### src/rtl/regbank_sequencer_pkg.sv
// Shared definitions for the DiBU register bank sequencer: read FSM encoding,
// default widths and the bank rw encoding.
package regbank_sequencer_pkg;

   localparam int DATA_W_DEF = 8;
   localparam int IDX_W_DEF  = 3;

   localparam logic RB_READ  = 1'b0;
   localparam logic RB_WRITE = 1'b1;

   typedef logic [1:0] seq_state_t;

   localparam seq_state_t ST_IDLE = 2'd0;
   localparam seq_state_t ST_READ = 2'd1;
   localparam seq_state_t ST_CAPT = 2'd2;
   localparam seq_state_t ST_RESP = 2'd3;

endpackage

### src/rtl/regbank_sequencer_if.sv
// Pipeline and bank-side signals of the register bank sequencer.
// The slave modport is the sequencer; the master modport is its environment.
interface regbank_sequencer_if
   import regbank_sequencer_pkg::*;
#(
   parameter int DATA_W = DATA_W_DEF,
   parameter int IDX_W  = IDX_W_DEF
) ();

   logic              rd_valid;
   logic              rd_ready;
   logic [IDX_W-1:0]  rd_src_a;
   logic [IDX_W-1:0]  rd_src_b;
   logic              op_valid;
   logic              op_ready;
   logic [DATA_W-1:0] op_a;
   logic [DATA_W-1:0] op_b;
   logic              wr_valid;
   logic              wr_ready;
   logic [IDX_W-1:0]  wr_dst;
   logic [DATA_W-1:0] wr_data;
   logic [IDX_W-1:0]  rb_ri_a;
   logic [IDX_W-1:0]  rb_ri_b;
   logic [IDX_W-1:0]  rb_ri_d;
   logic              rb_rw;
   logic [DATA_W-1:0] rb_d;
   logic [DATA_W-1:0] rb_a;
   logic [DATA_W-1:0] rb_b;

   modport master (
      output rd_valid, rd_src_a, rd_src_b, op_ready, wr_valid, wr_dst, wr_data, rb_a, rb_b,
      input  rd_ready, op_valid, op_a, op_b, wr_ready, rb_ri_a, rb_ri_b, rb_ri_d, rb_rw, rb_d
   );

   modport slave (
      input  rd_valid, rd_src_a, rd_src_b, op_ready, wr_valid, wr_dst, wr_data, rb_a, rb_b,
      output rd_ready, op_valid, op_a, op_b, wr_ready, rb_ri_a, rb_ri_b, rb_ri_d, rb_rw, rb_d
   );

endinterface

### src/rtl/regbank_sequencer_arb.sv
// Read/write arbiter for the sequencer: writes normally win in IDLE, but a
// read beats a write that directly follows another write so reads never starve.
module regseq_arb
   import regbank_sequencer_pkg::*;
(
   input  logic       clk,
   input  logic       rst,
   input  seq_state_t state,
   input  logic       rd_valid,
   input  logic       wr_valid,
   output logic       rd_ready,
   output logic       wr_ready
);

   logic last_wr;
   logic in_idle;
   logic conflict;

   always_comb begin
      in_idle  = (state == ST_IDLE);
      conflict = in_idle && rd_valid && wr_valid;
      rd_ready = rst && in_idle && !(conflict && !last_wr);
      wr_ready = rst && !(conflict && last_wr);
   end

   always_ff @(posedge clk or negedge rst) begin
      if (!rst)
         last_wr <= 1'b0;
      else
         last_wr <= wr_valid && wr_ready;
   end

endmodule

### src/rtl/regbank_sequencer.sv
// Initiator for the DiBU main register bank: serialises operand reads and writebacks.
// Define REGSEQ_ZERO_REG_EN to hardwire register 0 to zero.
module regbank_sequencer
   import regbank_sequencer_pkg::*;
#(
   parameter int DATA_W = DATA_W_DEF,
   parameter int IDX_W  = IDX_W_DEF
) (
   input logic                clk,
   input logic                rst,
   regbank_sequencer_if.slave bus
);

   seq_state_t        state;
   logic              rd_ready_w;
   logic              wr_ready_w;
   logic              rd_fire;
   logic              wr_fire;
   logic              wr_keep;
   logic [DATA_W-1:0] cap_a;
   logic [DATA_W-1:0] cap_b;

   logic [IDX_W-1:0]  ri_a_q;
   logic [IDX_W-1:0]  ri_b_q;
   logic [IDX_W-1:0]  ri_d_q;
   logic              rw_q;
   logic [DATA_W-1:0] d_q;
   logic              op_valid_q;
   logic [DATA_W-1:0] op_a_q;
   logic [DATA_W-1:0] op_b_q;

   regseq_arb u_arb (
      .clk      (clk),
      .rst      (rst),
      .state    (state),
      .rd_valid (bus.rd_valid),
      .wr_valid (bus.wr_valid),
      .rd_ready (rd_ready_w),
      .wr_ready (wr_ready_w)
   );

   // The held read indices double as the zero-register detect at capture time.
   always_comb begin
      rd_fire = bus.rd_valid && rd_ready_w;
      wr_fire = bus.wr_valid && wr_ready_w;
`ifdef REGSEQ_ZERO_REG_EN
      wr_keep = wr_fire && (bus.wr_dst != '0);
      cap_a   = (ri_a_q == '0) ? '0 : bus.rb_a;
      cap_b   = (ri_b_q == '0) ? '0 : bus.rb_b;
`else
      wr_keep = wr_fire;
      cap_a   = bus.rb_a;
      cap_b   = bus.rb_b;
`endif
   end

   always_ff @(posedge clk or negedge rst) begin
      if (!rst) begin
         state <= ST_IDLE;
      end else begin
         case (state)
            ST_IDLE: if (rd_fire) state <= ST_READ;
            ST_READ: state <= ST_CAPT;
            ST_CAPT: state <= ST_RESP;
            ST_RESP: if (bus.op_ready) state <= ST_IDLE;
            default: state <= ST_IDLE;
         endcase
      end
   end

   always_ff @(posedge clk or negedge rst) begin
      if (!rst) begin
         ri_a_q <= '0;
         ri_b_q <= '0;
      end else if (rd_fire) begin
         ri_a_q <= bus.rd_src_a;
         ri_b_q <= bus.rd_src_b;
      end
   end

   // Write strobe lives for exactly one cycle; index and data simply hold afterwards.
   always_ff @(posedge clk or negedge rst) begin
      if (!rst) begin
         rw_q   <= RB_READ;
         ri_d_q <= '0;
         d_q    <= '0;
      end else begin
         rw_q <= wr_keep ? RB_WRITE : RB_READ;
         if (wr_fire) begin
            ri_d_q <= bus.wr_dst;
            d_q    <= bus.wr_data;
         end
      end
   end

   always_ff @(posedge clk or negedge rst) begin
      if (!rst) begin
         op_valid_q <= 1'b0;
         op_a_q     <= '0;
         op_b_q     <= '0;
      end else if (state == ST_CAPT) begin
         op_valid_q <= 1'b1;
         op_a_q     <= cap_a;
         op_b_q     <= cap_b;
      end else if ((state == ST_RESP) && bus.op_ready) begin
         op_valid_q <= 1'b0;
      end
   end

   assign bus.rd_ready = rd_ready_w;
   assign bus.wr_ready = wr_ready_w;
   assign bus.rb_ri_a  = ri_a_q;
   assign bus.rb_ri_b  = ri_b_q;
   assign bus.rb_ri_d  = ri_d_q;
   assign bus.rb_rw    = rw_q;
   assign bus.rb_d     = d_q;
   assign bus.op_valid = op_valid_q;
   assign bus.op_a     = op_a_q;
   assign bus.op_b     = op_b_q;

endmodule

### src/flat_wrapper.sv
// flat-port wrapper written by rule: the top's interface ports become plain ports
module regbank_sequencer_flat import regbank_sequencer_pkg::*;
#(
   parameter int DATA_W = DATA_W_DEF,
   parameter int IDX_W  = IDX_W_DEF
)
  (clk, rst, bus_rd_valid, bus_rd_src_a, bus_rd_src_b, bus_op_ready, bus_wr_valid, bus_wr_dst, bus_wr_data, bus_rb_a, bus_rb_b, bus_rd_ready, bus_op_valid, bus_op_a, bus_op_b, bus_wr_ready, bus_rb_ri_a, bus_rb_ri_b, bus_rb_ri_d, bus_rb_rw, bus_rb_d);
  regbank_sequencer_if #(.DATA_W(DATA_W), .IDX_W(IDX_W)) bus_i ();
  input logic clk;
  input logic rst;
  input wire logic [$bits(bus_i.rd_valid)-1:0] bus_rd_valid;
  input wire logic [$bits(bus_i.rd_src_a)-1:0] bus_rd_src_a;
  input wire logic [$bits(bus_i.rd_src_b)-1:0] bus_rd_src_b;
  input wire logic [$bits(bus_i.op_ready)-1:0] bus_op_ready;
  input wire logic [$bits(bus_i.wr_valid)-1:0] bus_wr_valid;
  input wire logic [$bits(bus_i.wr_dst)-1:0] bus_wr_dst;
  input wire logic [$bits(bus_i.wr_data)-1:0] bus_wr_data;
  input wire logic [$bits(bus_i.rb_a)-1:0] bus_rb_a;
  input wire logic [$bits(bus_i.rb_b)-1:0] bus_rb_b;
  output wire logic [$bits(bus_i.rd_ready)-1:0] bus_rd_ready;
  output wire logic [$bits(bus_i.op_valid)-1:0] bus_op_valid;
  output wire logic [$bits(bus_i.op_a)-1:0] bus_op_a;
  output wire logic [$bits(bus_i.op_b)-1:0] bus_op_b;
  output wire logic [$bits(bus_i.wr_ready)-1:0] bus_wr_ready;
  output wire logic [$bits(bus_i.rb_ri_a)-1:0] bus_rb_ri_a;
  output wire logic [$bits(bus_i.rb_ri_b)-1:0] bus_rb_ri_b;
  output wire logic [$bits(bus_i.rb_ri_d)-1:0] bus_rb_ri_d;
  output wire logic [$bits(bus_i.rb_rw)-1:0] bus_rb_rw;
  output wire logic [$bits(bus_i.rb_d)-1:0] bus_rb_d;
  assign bus_i.rd_valid = bus_rd_valid;
  assign bus_i.rd_src_a = bus_rd_src_a;
  assign bus_i.rd_src_b = bus_rd_src_b;
  assign bus_i.op_ready = bus_op_ready;
  assign bus_i.wr_valid = bus_wr_valid;
  assign bus_i.wr_dst = bus_wr_dst;
  assign bus_i.wr_data = bus_wr_data;
  assign bus_i.rb_a = bus_rb_a;
  assign bus_i.rb_b = bus_rb_b;
  assign bus_rd_ready = bus_i.rd_ready;
  assign bus_op_valid = bus_i.op_valid;
  assign bus_op_a = bus_i.op_a;
  assign bus_op_b = bus_i.op_b;
  assign bus_wr_ready = bus_i.wr_ready;
  assign bus_rb_ri_a = bus_i.rb_ri_a;
  assign bus_rb_ri_b = bus_i.rb_ri_b;
  assign bus_rb_ri_d = bus_i.rb_ri_d;
  assign bus_rb_rw = bus_i.rb_rw;
  assign bus_rb_d = bus_i.rb_d;
  regbank_sequencer #(.DATA_W(DATA_W), .IDX_W(IDX_W)) u_core (.clk(clk), .rst(rst), .bus(bus_i));
endmodule
### config.mk
export PLATFORM = sky130hd
export DESIGN_NAME = regbank_sequencer_flat
export DESIGN_NICKNAME = d
export VERILOG_FILES = /design/src/rtl/regbank_sequencer_pkg.sv /design/src/rtl/regbank_sequencer_if.sv /design/src/rtl/regbank_sequencer_arb.sv /design/src/rtl/regbank_sequencer.sv /design/src/flat_wrapper.sv
export SDC_FILE = /design/constraint.sdc
export NUM_CORES = 1
export LEC_CHECK = 0
export BUFFER_PORTS_ARGS = -buffer_cell sky130_fd_sc_hd__buf_2
export CAP_MARGIN = 20
export CORE_ASPECT_RATIO = 1.4
export CORE_UTILIZATION = 45
export CTS_CLUSTER_SIZE = 16
export DETAILED_ROUTE_END_ITERATION = 10
export PLACE_DENSITY = 0.79
export SKIP_CTS_REPAIR_TIMING = 1
export SLEW_MARGIN = 20
export SYNTH_ARGS = -nofsm -noshare
export SYNTH_HDL_FRONTEND = slang
export SYNTH_HIERARCHICAL = 1
export SYNTH_SLANG_ARGS = --single-unit
### constraint.sdc
create_clock -name clk -period 2.2 [get_ports clk]
set_clock_uncertainty 0.05 [all_clocks]
set_input_delay 0 -clock clk [delete_from_list [all_inputs] [get_ports clk]]
set_output_delay 0 -clock clk [all_outputs]
set_load 0.03 [all_outputs]
==> flow_metrics.tcl, run 1 <==
set metrics [dict create \
    grtUsageTotal_pct 18.6 \
    clk_latency_ps 280 \
    top_usage_layer "met2" \
    cts_buffer_depth 2 \
    firstDrtPassIters 4 \
    status "finished clean" \
    dp_cells 209 \
    setup_viol 0 \
    fmax_mhz 576 \
    total_power_mw 3.16 \
    use_met1_pct 19.8 \
    slew_headroom_pct 75.7 \
    postSynthAreaPerCell_sq_um 16.1 \
    avgViaCountPerCell 4.68 \
    startpoint_type "register" \
    tightest_slew_ps 365 \
    cts_tree "yes" \
    maxCapViolCount 0 \
    report.final.slew_viol_count 0 \
    die_y_um 71.6 \
    post-route-util_pct 75.2 \
    crit_family "flip-flops" \
    clockRootBuffer "clkbuf_8" \
    place.gp.congestion 0.710 \
    p_int_mw 1.88 \
    seq_power_share_pct 35.4 \
    path_max_fanout 7 \
    cp-end-kind "register" \
    hold_path.class "input port to asynchronous set/reset pin" \
    crit_required_ps 2320 \
    arrival_ps 1850 \
    power_leakage_nw 1.22 \
    use_met3_pct 6.37 \
    start_util_pct 48.5 \
    portBuffers 74 \
    dpl_cell_area_sq_um 1960 \
    ys_dominant_reg_cell "dfrtp_1" \
    numCtsBuffers 5 \
    synth.cell_area_sq_um 1560 \
    finalWorstSetupSlack_ps 465 \
    dieArea_sq_um 3710 \
    syn-num-nets 139 \
    n_antenna_cell 0 \
    final_area_sq_um 2420 \
    min_period_over_period_pct 78.9 \
    rows 24 \
    slowest_stage "dfrtp_1" \
    multi_input_area_sq_um 556 \
    grt-ovfl-total 0 \
    drc_errors 0 \
    min_period_ps 1740 \
    path_buf_inv 0 \
    sw_frac_of_total_pct 40.6 \
    grt_pass1_vias 1125 \
    drive_gt1_share_pct 55.8 \
    met2_usage_pct 32.8 \
    slowest_delay_ps 440 \
    finalHoldViolCount 0 \
    wl_mm 3.80 \
    antenna_found_initial 0 \
    cts.sinks 38 \
    drtIter0Drc 15 \
    p_clk_share_pct 15.1 \
    syn_to_final_growth_pct 55.1 \
    die_w_um 51.7 \
    io_pins 75 \
    cp_cell_sequence "nor2_1, o211a_1, nand2_2, a21oi_2, mux2_4" \
    critical_path_class "register to register" \
    power.switching_mw 1.29 \
    route.detailed.wl_per_inst_um 15.0 \
    n_fill_cell 228 \
    dp_hpwl_mm 2.30 \
    core_area_sq_um 3210 \
    yosys_warnings 6 \
    holdWs_ps 82.6 \
    synth_edf_count 0 \
    ys_seq_area_share_pct 61.0 \
    final_cells 254 \
    rsz0062_at_grt "no" \
    seq_area_sq_um 951 \
    grt_max_degree 30 \
    synthArstFlopShare_pct 100 \
    postSynthCellCount 97 \
    power_density_nw_per_um2 1310 \
    pre_cts_ws_ps 528 \
    ant_nets 0 \
    clkSlewWorstSetupHoldPaths_ps 70 \
    fin_setup_tns_ps 0 \
    power_frac_comb_pct 49.5 \
    grt_pass1_wl_mm 4.95 \
    yosysUniqueCellTypes 17 \
    synth.ff_latch_count 38 \
    ir_drop_mv 1.05 \
    cts-htree-levels 2 \
    num_vias 1189 \
    final_nets 256 \
]
-- sequential cells by signal (all words and copies together) (netlist names) --
signal                cells
u_core/bus.op_a           8
u_core/bus.op_b           8
u_core/bus.op_valid       1
u_core/bus.rb_d           8
u_core/bus.rb_ri_a        3
u_core/bus.rb_ri_b        3
u_core/bus.rb_ri_d        3
u_core/bus.rb_rw          1
u_core/state              2
u_core/u_arb/last_wr      1
-- cells in the mapped netlist, types with 2 or more instances --
cell type   n  area share (%)
dfrtp_1    38              61
mux2_2     25              18
mux2_4      9             8.7
ha_1        4             3.2
inv_1       4            0.96
nand2_1     3            0.72
buf_6       2             1.4
nand2_2     2            0.80
nor2_1      2            0.48
-- cells in the final DEF, fill, tap and decap left out --
cell,n
clkbuf_1,1
nor2_1,2
clkinv_2,1
inv_1,4
a21o_1,1
ha_1,4
mux2i_1,1
a41oi_1,1
nand2_2,2
a21oi_2,1
o211a_1,1
nand2_1,3
buf_4,2
dfrtp_1,38
nor2b_1,1
a31oi_1,1
buf_2,74
clkbuf_8,6
mux2_4,9
dlygate4sd3_1,37
mux2_2,25
-- cells by family after synthesis --
logic type | share of synthesized area (%)
compound gates | 2.65
simple gates | 2.41
buf+inv | 3.37
fa+ha+maj | 3.21
mux | 27.4
flops | 61.0
-- power groups by stage --
stage | Clock (mW) | Combinational [mW] | Sequential [mW]
finish | 0.477 | 1.57 | 1.12
global route | 0.519 | 1.65 | 1.15
CTS | 0.496 | 1.51 | 1.12
detailed placement | 0 | 1.51 | 1.13
global placement | 0 | 1.46 | 1.11
floorplan | 0 | 0.629 | 1.62
-- metal layers --
| layer | part of all wire [%] | wire length, um |
|---|---|---|
| met1 | 35 | 1340 |
| met2 | 61 | 2310 |
| met3 | 3.3 | 126 |
| met4 | 0.68 | 26 |
| met5 | 0 | 0 |
-- worst register-to-register path, delay by kind of cell (launching register included) --
kind,cells,cell delay (ps)
AND/OR/NAND/NOR,2,380
flip-flops,1,440
multiplexers,1,320
AO/OA/AOI/OAI,2,440
-- worst paths after layout --
| check | start | to | slack, ps | cells past startpoint |
|---|---|---|---|---|
| worst max register to register | u_core/state[1] | u_core/state[1] | 460 | 5 |
| worst min-delay path | rst | u_core/bus.rb_ri_d[2] | 80 | 2 |
| max in group asynchronous | rst | u_core/bus.rb_ri_b[2] | 1360 | 3 |
| min in group clk | bus_wr_valid | u_core/bus.rb_rw | 110 | 3 |
| worst min register to register | u_core/bus.op_valid | u_core/bus.op_valid | 430 | 1 |
| worst max-delay path | u_core/state[1] | u_core/state[1] | 460 | 5 |
-- final cells by class --
type	instances	area share, %
well taps	39	2.02
multi-input cells	52	23.0
clock buffers	7	3.57
clock inverters	1	0.207
inverters	4	0.621
flip-flops and latches	38	39.3
repair buffers	113	31.3
(Power assumes the default switching activity.)
==> inputs of run 2 (changes only) <==
==> constraint.sdc (replaced) <==
create_clock -name clk -period 1.8 [get_ports clk]
set_clock_uncertainty 0.05 [all_clocks]
set_input_delay 0 -clock clk [delete_from_list [all_inputs] [get_ports clk]]
set_output_delay 0 -clock clk [all_outputs]
set_load 0.03 [all_outputs]
==> run 2 against run 1 <==
  * Fmax is 6.3% higher
  * Non-clock buffer count is 3 higher
  * Setup slack worse by 300 ps
  * Highest routed layer unchanged
  * Global-route usage hardly changed
==> flow_metrics.tcl, run 2 (same netlist as run 1, synthesis figures left out) <==
set metrics [dict create \
    drc_errors 0 \
    holdWs_ps 103 \
    slowest_stage "dfrtp_1" \
    final_area_sq_um 2460 \
    final_common_cell "buf_2" \
    dp_hpwl_mm 2.42 \
    num_vias 1199 \
    path_max_fanout 5 \
    final_cell_mix "74 x buf_2, 38 x dfrtp_1, 37 x dlygate4sd3_1" \
    finalHoldViolCount 0 \
    report.final.slew_viol_count 0 \
    hold_path.class "input port to register" \
    avgViaCountPerCell 4.67 \
    rsz0062_at_grt "no" \
    drtIter0Drc 20 \
    power.switching_mw 1.58 \
    power_density_nw_per_um2 1620 \
    sw_frac_of_total_pct 39.5 \
    grt-ovfl-total 0 \
    maxCapViolCount 0 \
    core_area_sq_um 3210 \
    slowest_delay_ps 430 \
    cts_buffer_depth 2 \
    cp_cell_sequence "nor2_1, o211a_1, nand2_2, a21oi_2, mux2_4" \
    clkSlewWorstSetupHoldPaths_ps 70 \
    critical_path_class "register to register" \
    whs_path_depth 3 \
    portBuffers 74 \
    cts_tree "yes" \
    dp_cells 212 \
    grt_pass1_vias 1105 \
    post-route-util_pct 76.7 \
    route.detailed.wl_per_inst_um 14.4 \
    status "finished clean" \
    power_leakage_nw 1.25 \
    grt_pass1_wl_mm 4.90 \
    numCtsBuffers 5 \
    startpoint_type "register" \
    die_y_um 71.6 \
    drive_gt1_share_pct 57.3 \
    cts-htree-levels 2 \
    dieArea_sq_um 3710 \
    ir_drop_mv 1.29 \
    die_w_um 51.7 \
    slew_headroom_pct 79.9 \
    fmax_mhz 613 \
    dpl_cell_area_sq_um 1990 \
    seq_power_share_pct 34.3 \
    crit_required_ps 1920 \
    syn_to_final_growth_pct 58.1 \
    power_frac_comb_pct 48.3 \
    setup_viol 0 \
    final_nets 259 \
    p_clk_share_pct 17.5 \
    ant_nets 0 \
    n_antenna_cell 0 \
    rr_worst_depth 5 \
    clk_latency_ps 280 \
    final_cells 257 \
    firstDrtPassIters 2 \
    cts.sinks 38 \
    rows 24 \
    tightest_slew_ps 302 \
    p_int_mw 2.41 \
    start_util_pct 48.5 \
    wl_mm 3.70 \
    grtUsageTotal_pct 18.5 \
    io_pins 75 \
    min_period_ps 1630 \
    cp-end-kind "register" \
    antenna_found_initial 0 \
    min_period_over_period_pct 90.7 \
    arrival_ps 1750 \
    place.gp.congestion 0.631 \
    clockRootBuffer "clkbuf_8" \
    grt_max_degree 26 \
]
## run 2: changes by cell type in the layout (fill, tap and decap cells not counted), sizes merged
cell	previous run	this run
buf	76	79
clkbuf	7	5
bufinv	0	1
clkinv	1	2
## run 2: path summary, 6_finish.rpt
| path | from | slack (ps) | endpoint |
|---|---|---|---|
| hold reg to reg | u_core/bus.op_valid | 430 | u_core/bus.op_valid |
| setup / recovery | u_core/state[1] | 170 | u_core/state[1] |
| max in group asynchronous | rst | 1210 | u_core/bus.rb_ri_a[0] |
| hold / removal | bus_wr_valid | 100 | u_core/bus.rb_rw |
| min in group asynchronous | rst | 210 | u_core/u_arb/last_wr |
| setup reg to reg | u_core/state[1] | 170 | u_core/state[1] |
## run 2: final cells by class
type	instances	area, sq um
clock buffers	5	68.8
inverters	4	15.0
repair buffers	116	778
well taps	39	48.8
fillers	214	748
clock inverters	3	40.0
flip-flops and latches	38	951
multi-input cells	52	563
## run 2: critical path, delay by kind of cell (launching register included)
kind               cells  cell delay [ps]
DFF                    1              430
muxes                  1              310
AOI/OAI and AO/OA      2              420
and+or+nand+nor        2              300
## run 2: power groups by stage
stage                     clock network [mW]  registers, mW  logic [mW]
after floorplan                            0           1.98       0.771
after global placement                     0           1.35        1.81
after detailed placement                   0           1.38        1.86
after CTS                              0.716           1.36        1.87
after global routing                   0.759           1.41        2.03
final                                  0.697           1.37        1.93
## run 2: through the flow
stage / TNS (ps) / setup slack [ps] / power, mW
CTS: 0 / 161 / 3.94
global route: 0 / 78.8 / 4.20
finish: 0 / 168 / 3.99
global placement: 0 / 266 / 3.15
detailed placement: 0 / 174 / 3.24
floorplan: -2.97 / -2.97 / 2.75
## run 2: routing by layer
layer	GRT usage (%)	up-vias	share of wire (%)
li1	-	573	-
met2	34.2	51	56
met1	19.1	565	37
met5	0	-	0
met4	6.31	0	2.0
met3	5.73	10	5.9
